File: src/rtl/uart_rx.sv
// UART receiver: oversampled start/data/bit9/stop de-framing into a 2-entry RCREG FIFO.
// Latency: SYNC_STAGES clks of input sync; frame pushed at mid-stop, head visible 1 clk later.
// Backpressure: none on the line; push into a full FIFO drops the frame and sets sticky oerr.
module uart_rx #(
   parameter int OVERSAMPLE  = 16,
   parameter int SYNC_STAGES = 2
) (
   input  logic       clk,
   input  logic       rst,
   input  logic       UART_RXD,
   input  logic       rx_sample_en,
   input  logic       spen,
   input  logic       cren,
   input  logic       rx9,
   input  logic       rcreg_rd_en,
   output logic [7:0] rcreg_out,
   output logic       rx9d,
   output logic       ferr,
   output logic       oerr,
   output logic       rx_busy,
   output logic       rxif_set_en
);

   localparam int CW = $clog2(OVERSAMPLE);
   localparam logic [CW-1:0] C_S0   = CW'(OVERSAMPLE / 2 - 1);
   localparam logic [CW-1:0] C_S1   = CW'(OVERSAMPLE / 2);
   localparam logic [CW-1:0] C_MID  = CW'(OVERSAMPLE / 2 + 1);
   localparam logic [CW-1:0] C_LAST = CW'(OVERSAMPLE - 1);

   typedef enum logic [2:0] {S_IDLE, S_START, S_DATA, S_BIT9, S_STOP} state_t;

   state_t                 r_state, w_state_nxt;
   logic [SYNC_STAGES-1:0] r_sync;
   logic [CW-1:0]          r_cnt, w_cnt_nxt;
   logic [2:0]             r_bit_idx, w_bit_idx_nxt;
   logic [7:0]             r_shift, w_shift_nxt;
   logic                   r_bit8, w_bit8_nxt;
   logic                   r_rx9_lat, w_rx9_lat_nxt;
   logic                   r_s0, w_s0_nxt;
   logic                   r_s1, w_s1_nxt;
   logic                   w_push, w_push_ferr, w_pop;
   logic                   w_rxs, w_maj, w_mid, w_last;
   logic [9:0]             w_push_dat;
   logic [9:0]             r_e0, r_e1;      // {ferr, bit8, data}; r_e0 is the head
   logic [1:0]             r_fcnt;
   logic                   r_oerr;

   // Input synchroniser; idles high so reset never looks like a start bit
   always_ff @(posedge clk or posedge rst) begin
      if (rst) r_sync <= '1;
      else     r_sync <= {r_sync[SYNC_STAGES-2:0], UART_RXD};
   end

   assign w_rxs  = r_sync[SYNC_STAGES-1];
   assign w_mid  = (r_cnt == C_MID);
   assign w_last = (r_cnt == C_LAST);
   // third sample is the live line value at the deciding tick
   assign w_maj  = (r_s0 & r_s1) | (r_s0 & w_rxs) | (r_s1 & w_rxs);

   // FSM state and datapath registers
   always_ff @(posedge clk or posedge rst) begin
      if (rst) begin
         r_state   <= S_IDLE;
         r_cnt     <= '0;
         r_bit_idx <= '0;
         r_shift   <= '0;
         r_bit8    <= 1'b0;
         r_rx9_lat <= 1'b0;
         r_s0      <= 1'b1;
         r_s1      <= 1'b1;
      end else begin
         r_state   <= w_state_nxt;
         r_cnt     <= w_cnt_nxt;
         r_bit_idx <= w_bit_idx_nxt;
         r_shift   <= w_shift_nxt;
         r_bit8    <= w_bit8_nxt;
         r_rx9_lat <= w_rx9_lat_nxt;
         r_s0      <= w_s0_nxt;
         r_s1      <= w_s1_nxt;
      end
   end

   // Next-state: everything advances only on sample ticks; disable forces IDLE at once
   always_comb begin
      w_state_nxt   = r_state;
      w_cnt_nxt     = r_cnt;
      w_bit_idx_nxt = r_bit_idx;
      w_shift_nxt   = r_shift;
      w_bit8_nxt    = r_bit8;
      w_rx9_lat_nxt = r_rx9_lat;
      w_s0_nxt      = r_s0;
      w_s1_nxt      = r_s1;
      w_push        = 1'b0;
      w_push_ferr   = 1'b0;
      if (!spen || !cren) begin
         w_state_nxt = S_IDLE;
         w_cnt_nxt   = '0;
      end else if (rx_sample_en) begin
         if (r_state != S_IDLE) begin
            w_cnt_nxt = r_cnt + CW'(1);
            if (r_cnt == C_S0) w_s0_nxt = w_rxs;
            if (r_cnt == C_S1) w_s1_nxt = w_rxs;
         end
         case (r_state)
            S_IDLE: begin
               // the detecting tick counts as tick 0 of the start bit
               if (!w_rxs && !r_oerr) begin
                  w_state_nxt = S_START;
                  w_cnt_nxt   = CW'(1);
               end
            end
            S_START: begin
               if (w_mid) begin
                  if (w_maj) begin
                     w_state_nxt = S_IDLE;
                     w_cnt_nxt   = '0;
                  end else begin
                     w_rx9_lat_nxt = rx9;
                     w_bit8_nxt    = 1'b0;
                  end
               end
               if (w_last) begin
                  w_state_nxt   = S_DATA;
                  w_cnt_nxt     = '0;
                  w_bit_idx_nxt = '0;
               end
            end
            S_DATA: begin
               if (w_mid) w_shift_nxt = {w_maj, r_shift[7:1]};
               if (w_last) begin
                  w_cnt_nxt = '0;
                  if (r_bit_idx == 3'd7) w_state_nxt = r_rx9_lat ? S_BIT9 : S_STOP;
                  else                   w_bit_idx_nxt = r_bit_idx + 3'd1;
               end
            end
            S_BIT9: begin
               if (w_mid) w_bit8_nxt = w_maj;
               if (w_last) begin
                  w_state_nxt = S_STOP;
                  w_cnt_nxt   = '0;
               end
            end
            S_STOP: begin
               // leave half a bit early so a following start edge is caught cleanly
               if (w_mid) begin
                  w_push      = 1'b1;
                  w_push_ferr = ~w_maj;
                  w_state_nxt = S_IDLE;
                  w_cnt_nxt   = '0;
               end
            end
            default: begin
               w_state_nxt = S_IDLE;
               w_cnt_nxt   = '0;
            end
         endcase
      end
   end

   assign w_push_dat = {w_push_ferr, r_bit8, r_shift};
   assign w_pop      = rcreg_rd_en && (r_fcnt != 2'd0);

   // RCREG FIFO and sticky overrun; pop-before-push when full and both happen
   always_ff @(posedge clk or posedge rst) begin
      if (rst) begin
         r_e0   <= '0;
         r_e1   <= '0;
         r_fcnt <= '0;
         r_oerr <= 1'b0;
      end else if (!spen) begin
         r_fcnt <= '0;
         r_oerr <= 1'b0;
      end else begin
         if (!cren) r_oerr <= 1'b0;
         case ({w_push, w_pop})
            2'b10: begin
               if (r_fcnt == 2'd0) begin
                  r_e0   <= w_push_dat;
                  r_fcnt <= 2'd1;
               end else if (r_fcnt == 2'd1) begin
                  r_e1   <= w_push_dat;
                  r_fcnt <= 2'd2;
               end else begin
                  r_oerr <= 1'b1;
               end
            end
            2'b01: begin
               if (r_fcnt == 2'd2) r_e0 <= r_e1;
               r_fcnt <= r_fcnt - 2'd1;
            end
            2'b11: begin
               if (r_fcnt == 2'd1) begin
                  r_e0 <= w_push_dat;
               end else begin
                  r_e0 <= r_e1;
                  r_e1 <= w_push_dat;
               end
            end
            default: ;
         endcase
      end
   end

   // head entry stays visible after the last pop; only its error flag is masked
   assign rcreg_out   = r_e0[7:0];
   assign rx9d        = r_e0[8];
   assign ferr        = r_e0[9] & (r_fcnt != 2'd0);
   assign oerr        = r_oerr;
   assign rx_busy     = (r_state != S_IDLE);
   assign rxif_set_en = (r_fcnt != 2'd0);

endmodule

File: config.mk
export PLATFORM = sky130hd
export DESIGN_NAME = uart_rx
export DESIGN_NICKNAME = d
export VERILOG_FILES = /design/src/rtl/uart_rx.sv
export SDC_FILE = /design/constraint.sdc
export NUM_CORES = 1
export LEC_CHECK = 0
export ABC_AREA = 1
export CORE_ASPECT_RATIO = 0.7
export CORE_MARGIN = 2
export CORE_UTILIZATION = 30
export CTS_CLUSTER_SIZE = 14
export DETAILED_ROUTE_END_ITERATION = 6
export DONT_BUFFER_PORTS = 1
export SLEW_MARGIN = 20
export SYNTH_ARGS = -nofsm -noshare
export SYNTH_HDL_FRONTEND = slang
export SYNTH_SLANG_ARGS = --single-unit
File: constraint.sdc
create_clock -name clk -period 2.05 [get_ports clk]
set_input_delay 0.3075 -clock clk [delete_from_list [all_inputs] [get_ports clk]]
set_output_delay 0.3075 -clock clk [all_outputs]
set_load 0.1 [all_outputs]
# Word-level counts from Yosys, hierarchy flattened
# Cells that the tools add are included.
dict set report op_classes {
  addsub 3
  eq_ne 33
  mux 54
  bitwise 8
  reduce_logical 27
}
# operator n
set ops {}
lappend ops {{two-way mux 10 bit} 5}
lappend ops {{two-way mux 3 bit} 14}
lappend ops {{two-way mux 4 bit} 9}
lappend ops {{one-hot mux 10 bit (3 select lines)} 1}
lappend ops {{inequality test 2 bit (second input constant)} 10}
lappend ops {{one-hot mux 10 bit (2 select lines)} 1}
lappend ops {{AND reduction 4 bit} 5}
lappend ops {{two-way mux 1 bit} 16}
lappend ops {{one-hot mux 4 bit (4 select lines)} 1}
lappend ops {{inequality test 3 bit (second input constant)} 5}
lappend ops {{one-hot mux 3 bit (5 select lines)} 1}
lappend ops {{== test 4 bit (second input constant)} 3}
lappend ops {{inequality test 4 bit (second input constant)} 3}
lappend ops {{AND reduction 6 bit} 2}
lappend ops {{nonzero test 2 bit} 5}
lappend ops {{AND reduction 8 bit} 1}
lappend ops {{== test 2 bit (second input constant)} 3}
lappend ops {{== test 3 x 2 -> 1 bit (second input constant)} 2}
lappend ops {{== test 3 bit (second input constant)} 2}
lappend ops {{two-way mux 2 bit} 3}
lappend ops {{one-hot mux 3 bit (2 select lines)} 1}
lappend ops {{nonzero test 3 bit} 2}
lappend ops {{AND reduction 5 bit} 1}
lappend ops {{adder 4 x 1 -> 4 bit (second input constant)} 1}
lappend ops {{other kinds (18)} 28}
dict set report word_totals {
  register_bits 47
  input_bits 8
  out_inout_bits 13
  word_cells 138
}

# Depth between registers and ports, before layout
# Gate-level depths: netlist (run 1).
dict set report depth {
  ltp_word 11
  ltp_mapped 12
}

# Least setup slack after synthesis (run 1)
# OpenSTA, ideal clock, no wires.
dict set report synth_timing {
  path_kind {register to register}
  start {register r_state[1]}
  end {register r_state[0]}
  setup_ns 0.117
  arrival_time_ns 2.247
  required_time_ns 1.933
  setup_slack_ns -0.314
  path_stages_with_launch 11
  path_buffers 1
  period_less_slack_ns 2.364
  path_cell_list {dfrtp_1 buf_2 nor2_1 nand2_1 clkinv_1 nand3_1 o31ai_1 nor2_1 nand2_1 nand2_1 nand2_1}
}
dict set report synth_between {
  elab_chain_cells 4
}
# item line
set synth_rtl {}
lappend synth_rtl {{from (decl)} 32} ;# state_t r_state, w_state_nxt;
lappend synth_rtl {{from (signal assigned)} 72} ;# r_state <= w_state_nxt;
lappend synth_rtl {{== test 3 bit (tied with other cells)} 104} ;# case (r_state)
lappend synth_rtl {{one-hot mux 3 bit (5 select lines)} 104}
lappend synth_rtl {{two-way mux 3 bit} 98} ;# end else if (rx_sample_en) begin
lappend synth_rtl {{two-way mux 3 bit} 95} ;# if (!spen || !cren) begin
# Several ways; a longest one is shown, not always the timed one. The select of a mux whose other input is x is not followed.
# A chain may end at the register's enable or synchronous reset.

# Worst setup path after layout (run 1)
dict set report layout_timing {
  start {register r_cnt[1]}
  end {register r_e0[1]}
}
dict set report layout_between {
  elab_chain_cells 8
}
# item line
set layout_rtl {}
lappend layout_rtl {{from (decl)} 34} ;# logic [CW-1:0] r_cnt, w_cnt_nxt;
lappend layout_rtl {{from (signal assigned)} 73} ;# r_cnt <= w_cnt_nxt;
lappend layout_rtl {{== test 4 bit *} 55} ;# assign w_mid = (r_cnt == C_MID);
lappend layout_rtl {{two-way mux 1 bit *} 145} ;# if (w_mid) begin
lappend layout_rtl {{two-way mux 1 bit *} 104}
lappend layout_rtl {{two-way mux 1 bit *} 98}
lappend layout_rtl {{two-way mux 1 bit *} 95}
lappend layout_rtl {{== test 2 x 1 -> 1 bit or == test 2 bit (tied branches)} 175} ;# case ({w_push, w_pop})
lappend layout_rtl {{inequality test 2 bit (no line) or nonzero test 3 bit (tied branches)} --}
lappend layout_rtl {{AND reduction 4 bit (no line)} --}
lappend layout_rtl {{to (signal assigned)} 178} ;# r_e0 <= w_push_dat;
lappend layout_rtl {{to (signal assigned)} 188} ;# if (r_fcnt == 2'd2) r_e0 <= r_e1;
lappend layout_rtl {{to (signal assigned)} 193} ;# r_e0 <= w_push_dat;
lappend layout_rtl {{to (decl)} 44} ;# logic [9:0] r_e0, r_e1;
# Mark *: on every way between the ends. The rest lies on a longest branch, timed or not.

==> results.yml, run 1 <==
synthesis:
  muxShareOfSynthArea_pct: 0
  synth-compound-area-share_pct: 9.961
  syn_inst: 413
  synth_area_leaders: "dfrtp_1 37%, nand2_1 20%, o21ai_0 6.6%"
  synth_fa_ha_area_share_pct: 3.480
  synth_area_leader_cell: "dfrtp_1"
  ys_types: 32
  ys_seq_area_share_pct: 41.06
  synth_seq_cells: 47
  synth_top_family_by_area: "simple AND/OR/NAND/NOR gates"
  synth_area_per_cell_um2: 6.965
  synth_fp_nets: 429
  synthSimpleGateAreaFrac_pct: 34.75
  synth_edf_count: 0
  synth_xor_area_share_pct: 0.3045
  synthesis.area_um2: 2877
  synth_top_area_share_pct: 37.41
  synth-main-ff-cell: "dfrtp_1"
  synthArstFlopShare_pct: 100.0
  yosysWarnings: 0
placed_design:
  dp_hpwl_mm: 5.096
  place.gp.congestion: 0.8528
  io_buffer_count: 0
  dpl_worst_slack_ps: 144.0
job:
  drv_cap: 0
timing:
  hold_violations: 0
  timing.final.crit_period_ps: 1904
  setup_ws_ps: 146.4
  fin_crit_sh_pct: 92.86
  finalClockSkew_ps: 2.862
  finalSetupViolCount: 0
  max-slew-margin-rel_pct: 64.69
  drv_slew: 0
  worst_slew_pin_slew_ps: 524.1
  max_freq_mhz: 525.3
floorplan:
  initial_utilization_pct: 31.33
  die_y_um: 85.93
  num_io_pins: 21
  die_area_um2: 10400
  fp.coreArea_um2: 9180
  die_width_um: 121.0
  rows: 29
setup_path:
  crit_type: "reg2reg"
  cp_max_fo: 12
  crit_path_start_kind: "register"
  crit_chain: "inv_1 > ha_1 > nand3_2 > nor2_4 > nand2_4 > nand2_1 > nand2_1 > nor2_4 > buf_4 > nand2_1 > nand2_1"
  cp_top_family: "simple AND/OR/NAND/NOR gates"
  crit_slowest_cell: "dfrtp_1"
  worst-path-buf-inv: 2
  worst_r2r_endpoint: "r_e0[1]$_DFFE_PP0P_"
  max_stage_delay_ps: 400
  rrSetupSlack_ps: 150
  rr_startpoint: "r_cnt[1]$_DFFE_PP0N_"
  r2r_cells: 11
  arrival_ps: 2130
  required_ps: 2280
  crit_path_end_kind: "register"
  crit_top_cell: "nand2_1"
detailed_routing:
  wl_mm: 6.872
  wl_per_cell_um: 12.38
  via_per_inst: 4.721
  drtAntennaViolNets: 0
  drt-initial-drc-count: 324
  routed-via-count: 2620
  drt_pass1_iterations: 5
  post-route-drc-count: 0
layout:
  diodes: 0
  syn_to_final_growth_pct: 14.92
  drive_above_1_share_pct: 14.15
  nets: 446
  fill_cells: 963
global_route:
  antenna_found_initial: 0
  grt_pass1_wl_mm: 12.03
  grt_overflow: 0
  grt_max_degree: 26
  grt_pass1_vias: 2436
  grt_util_all_layers_pct: 14.58
clock_network:
  path_clk_slew_ps: 60
  root_buffer: "clkbuf_16"
  clk_latency_ps: 290
  numCtsBuffers: 5
  clock-sinks: 47
  h-tree-depth: 2
  cts_tree: "built"
  clockBufferDepth: 2
pwr:
  total_power_w: 0.003120
  p_leak_nw: 1.744
  irDropWorstVdd_v: 0.0004390
  powerDensity_nw_per_um2: 944.0
hold_path:
  min_to: "r_sync[0]$_DFF_PP1_"
  hold_path.startpoint: "UART_RXD"
  hold_class: "in2reg"
  min_path_cells: 0
status:
  status: "finished clean"
metrics by stage:
stage | util, % | cells | hold slack, ps | TNS (ps) | instance area [µm²]
floorplan | - | 413 | 312.0 | 0 | 2885
global placement | 33.99 | 543 | 267.0 | 0 | 3120
detailed placement | 33.99 | 543 | 258.0 | 0 | 3120
CTS | 35.63 | 552 | 10.04 | 0 | 3271
global route | 36.01 | 555 | 0.4951 | -1.054 | 3306
finish | 36.01 | 555 | 14.50 | 0 | 3306
repair_timing:
action	in CTS	in global routing
setup buffers	0	3
endpoints found under the hold margin	18	0
gates resized for setup	0	6
setup endpoints to repair	0	11
hold buffers	1	0
how the worst max path moves through the flow:
stage / start / end / slack, ps / cells after the start
finish: r_cnt[1]$_DFFE_PP0N_ / r_e0[1]$_DFFE_PP0P_ / 150 / 11
floorplan: r_fcnt[0]$_DFFE_PP0P_ / r_e0[8]$_DFFE_PP0P_ / 80 / 8
CTS: r_cnt[1]$_DFFE_PP0N_ / r_e0[8]$_DFFE_PP0P_ / 130 / 10
global placement: r_cnt[1]$_DFFE_PP0N_ / r_e0[8]$_DFFE_PP0P_ / 210 / 10
global route: r_fcnt[0]$_DFFE_PP0P_ / r_e0[8]$_DFFE_PP0P_ / -1 / 9
detailed placement: r_cnt[1]$_DFFE_PP0N_ / r_e0[8]$_DFFE_PP0P_ / 140 / 10
sequential cells by signal, indices dropped and copies added, names as in the netlist:
signal / flops
r_e0: 10
r_e1: 10
r_shift: 8
r_cnt: 4
r_bit_idx: 3
r_state: 3
r_fcnt: 2
r_sync: 2
oerr: 1
r_bit8: 1
r_rx9_lat: 1
r_s0: 1
r_s1: 1
cells by family (layout without fill, tap and decap cells):
logic type	Yosys count	after routing
AOI/OAI and AO/OA	54	54
xor gates and xnor gates	1	1
adders and majority gates	8	8
buffers and inverters	67	85
DFF	47	47
and+or+nand+nor	236	236
synth_stat cells, drive strengths merged (2+ instances only):
| cell type | number |
|---|---|
| a211oi | 2 |
| a21oi | 10 |
| buf | 14 |
| clkbuf | 5 |
| dfrtp | 43 |
| dfstp | 4 |
| ha | 8 |
| inv | 47 |
| nand2 | 158 |
| nand3 | 39 |
| nand4 | 3 |
| nor2 | 28 |
| nor3 | 4 |
| o21ai | 39 |
per-layer routing:
layer	routed length, µm	vias up	track usage [%]
li1	-	1341	-
met1	3714	1199	23.32
met2	2634	74	19.20
met3	463	6	3.590
met4	60	0	3.171
met5	0	-	0
cell usage in the layout (no fill, tap or decap), types with 2 or more instances in the layout:
master | synthesis | layout
a21oi_1 | 10 | 10
buf_4 | 10 | 27
clkbuf_16 | 0 | 5
clkinv_2 | 0 | 3
dfrtp_1 | 43 | 43
dfstp_2 | 4 | 4
ha_1 | 8 | 8
inv_1 | 45 | 42
inv_2 | 2 | 4
nand2_1 | 157 | 154
nand2_2 | 0 | 3
nand3_1 | 37 | 36
nand3_2 | 2 | 3
nand4_1 | 3 | 3
nor2_1 | 23 | 21
nor2_2 | 3 | 5
nor2_4 | 2 | 2
nor3_1 | 4 | 4
o21ai_0 | 38 | 37
o21ai_1 | 1 | 2
power breakdown:
part	leakage (nW)	switching, W	internal, W
combinational	1.04	0.000944	0.000337
sequential	0.633	0.0000493	0.00100
clock	0.0733	0.000345	0.000445
total	1.74	0.00134	0.00178
cell type report:
cell class | count | area [µm²] | share of cell area, %
Tap cell | 124 | 155.1 | 4.693
Sequential cell | 47 | 1181 | 35.73
Clock inverter | 3 | 15.01 | 0.4542
Inverter | 48 | 183.9 | 5.564
Timing Repair Buffer | 29 | 232.7 | 7.040
Clock buffer | 5 | 125.1 | 3.785
Multi-Input combinational cell | 299 | 1413 | 42.73
Power figures use the tool's default switching activity.
==> run 2, diff against run 1 <==
- CELL_PAD_IN_SITES_DETAIL_PLACEMENT: not set -> 0
- CELL_PAD_IN_SITES_GLOBAL_PLACEMENT: not set -> 1
- PLACE_DENSITY_LB_ADDON: not set -> 0.1
==> run 2 against run 1 <==
Effect of this change: critical endpoint is now r_e1[5]$_DFFE_PP0P_; combinational power is essentially flat; global-route usage up 1.4 points; sequential share of layout area shrank 0.30 points; clock skew grew 3.9 ps; critical path type unchanged; clock-buffer cell count unchanged; clock power grew 3.4%; final cell count rose by 0.36%; non-clock buffer count increased by 2; register-to-register slack better by 70 ps; highest routed layer unchanged.
==> results.yml, run 2 (same netlist as run 1, synthesis figures left out) <==
status:
  status: "finished clean"
layout:
  syn_to_final_growth_pct: 15.88
  diodes: 0
  final-seq-area_um2: 1181
  fill_cells: 998
  drive_above_1_share_pct: 13.86
  mostFrequentLayoutCell: "nand2_1"
  multi_input_area_um2: 1405
  layout_common_cells: "156 x nand2_1, 43 x dfrtp_1, 41 x inv_1, 38 x o21ai_0, 36 x nand3_1"
  nets: 448
  top_regs: "r_e0 x10, r_e1 x10, r_shift x8"
timing:
  max-slew-margin-rel_pct: 60.52
  drv_slew: 0
  max_freq_mhz: 546.1
  holdWs_ps: 174.9
  finalClockSkew_ps: 6.722
  worst_slew_pin_slew_ps: 585.9
  timing.final.crit_period_ps: 1831
  rsz0062_at_grt: "false"
  finalSetupViolCount: 0
  hold_violations: 0
  setup_tns_ps: 0
  fin_crit_sh_pct: 89.32
clock_network:
  h-tree-depth: 2
  cts_tree: "built"
  post_cts_buffers: 0
  clockBufferDepth: 2
  clk_latency_ps: 290
  path_clk_slew_ps: 70
  numCtsBuffers: 5
  root_buffer: "clkbuf_16"
  clock-sinks: 47
setup_path:
  required_ps: 2270
  crit_path_end_kind: "register"
  crit_slowest_cell: "dfrtp_1"
  crit_type: "reg2reg"
  r2r_cells: 9
  arrival_ps: 2060
  rrSetupSlack_ps: 220
  crit_path_start_kind: "register"
  crit_chain: "inv_2 > ha_1 > nand3_2 > nor2_4 > nand2_4 > a211oi_2 > buf_4 > nand3_1 > nand2_1"
  worst_r2r_endpoint: "r_e1[5]$_DFFE_PP0P_"
  rr_startpoint: "r_cnt[1]$_DFFE_PP0N_"
  max_stage_delay_ps: 410
  cp_max_fo: 12
pwr:
  clockPowerShare_pct: 26.1
  irDropWorstVdd_v: 0.0003610
  p_sw_share_pct: 42.98
  p_seq_share_pct: 33.3
  p_leak_nw: 1.745
  combPwrFrac_pct: 40.6
  powerDensity_nw_per_um2: 940.4
  power_switching_w: 0.001347
  p_int_w: 0.001787
floorplan:
  rows: 29
  fp.coreArea_um2: 9180
  die_area_um2: 10400
  initial_utilization_pct: 31.33
  die_y_um: 85.93
  die_width_um: 121.0
  num_io_pins: 21
detailed_routing:
  drt_pass1_iterations: 4
  wl_mm: 7.625
  drt-initial-drc-count: 176
  routed-via-count: 2593
  wl_per_cell_um: 13.69
  via_per_inst: 4.655
  drtAntennaViolNets: 0
  post-route-drc-count: 0
placed_design:
  place.gp.congestion: 0.7883
  dp_hpwl_mm: 5.545
  io_buffer_count: 0
global_route:
  grt_max_degree: 48
  antenna_found_initial: 0
  grt_pass1_vias: 2432
  grt_pass1_wl_mm: 12.97
  grt_util_all_layers_pct: 16.00
  grt_overflow: 0
job:
  drv_cap: 0
hold_path:
  min_to: "r_rx9_lat$_DFFE_PP0P_"
  hold_path.startpoint: "rx9"
  hold_class: "in2reg"
  min_path_cells: 2
run 2: per-layer routing:
layer	global-route usage, %	vias to the layer above	routed length, µm
li1	-	1339	-
met1	26.09	1181	4298
met2	20.28	67	2791
met4	3.066	0	40
met3	4.388	6	495
met5	0	-	0
run 2: layout make-up:
class	instances	share of cell area, %
clock buffer	5	3.754
clock inverter	3	0.6006
inverter	48	5.518
multi-input combinational	299	42.15
sequential	47	35.44
tap	124	4.655
timing repair buffer	31	7.883
run 2: how the worst max path moves through the flow:
stage / slack [ps] / start / endpoint
after floorplan: 80 / r_fcnt[0]$_DFFE_PP0P_ / r_e0[8]$_DFFE_PP0P_
after global placement: 160 / r_cnt[1]$_DFFE_PP0N_ / r_e0[9]$_DFFE_PP0P_
after detailed placement: 120 / r_cnt[1]$_DFFE_PP0N_ / r_e0[9]$_DFFE_PP0P_
after CTS: 90 / r_cnt[1]$_DFFE_PP0N_ / r_e0[9]$_DFFE_PP0P_
after global routing: 30 / r_fcnt[0]$_DFFE_PP0P_ / r_e0[5]$_DFFE_PP0P_
final: 220 / r_cnt[1]$_DFFE_PP0N_ / r_e1[5]$_DFFE_PP0P_
run 2: power by group through the flow:
stage                     Clock, W  Sequential (W)  Combinational [W]
after detailed placement         0         0.00106            0.00126
after global placement           0         0.00106            0.00128
after global routing      0.000899         0.00105            0.00141
final                     0.000817         0.00104            0.00127
after CTS                 0.000852         0.00104            0.00127
after floorplan                  0         0.00112           0.000927
run 2: what timing repair did:
action | in CTS | in global routing
endpoints found under the hold margin | 43 | 1
hold buffers | 1 | 1
setup endpoints to repair | 0 | 7
gates resized for setup | 0 | 3
run 2: worst max-delay path, delay by kind of cell (launching register included):
| kind | cells | cell delay [ps] |
|---|---|---|
| and+or+nand+nor | 5 | 590 |
| DFF | 1 | 410 |
| buffers and inverters | 2 | 330 |
| AOI/OAI and AO/OA | 1 | 280 |
| adders and majority gates | 1 | 160 |
run 2: stage by stage:
stage	util (%)	setup WS, ps	instance area (µm²)	std cells	total power [W]
floorplan	-	84.72	2885	413	0.002052
global placement	34.46	161.5	3163	547	0.002340
detailed placement	34.46	119.2	3163	547	0.002322
CTS	36.15	90.84	3318	556	0.003168
global route	36.31	25.29	3333	557	0.003357
finish	36.31	218.9	3333	557	0.003135
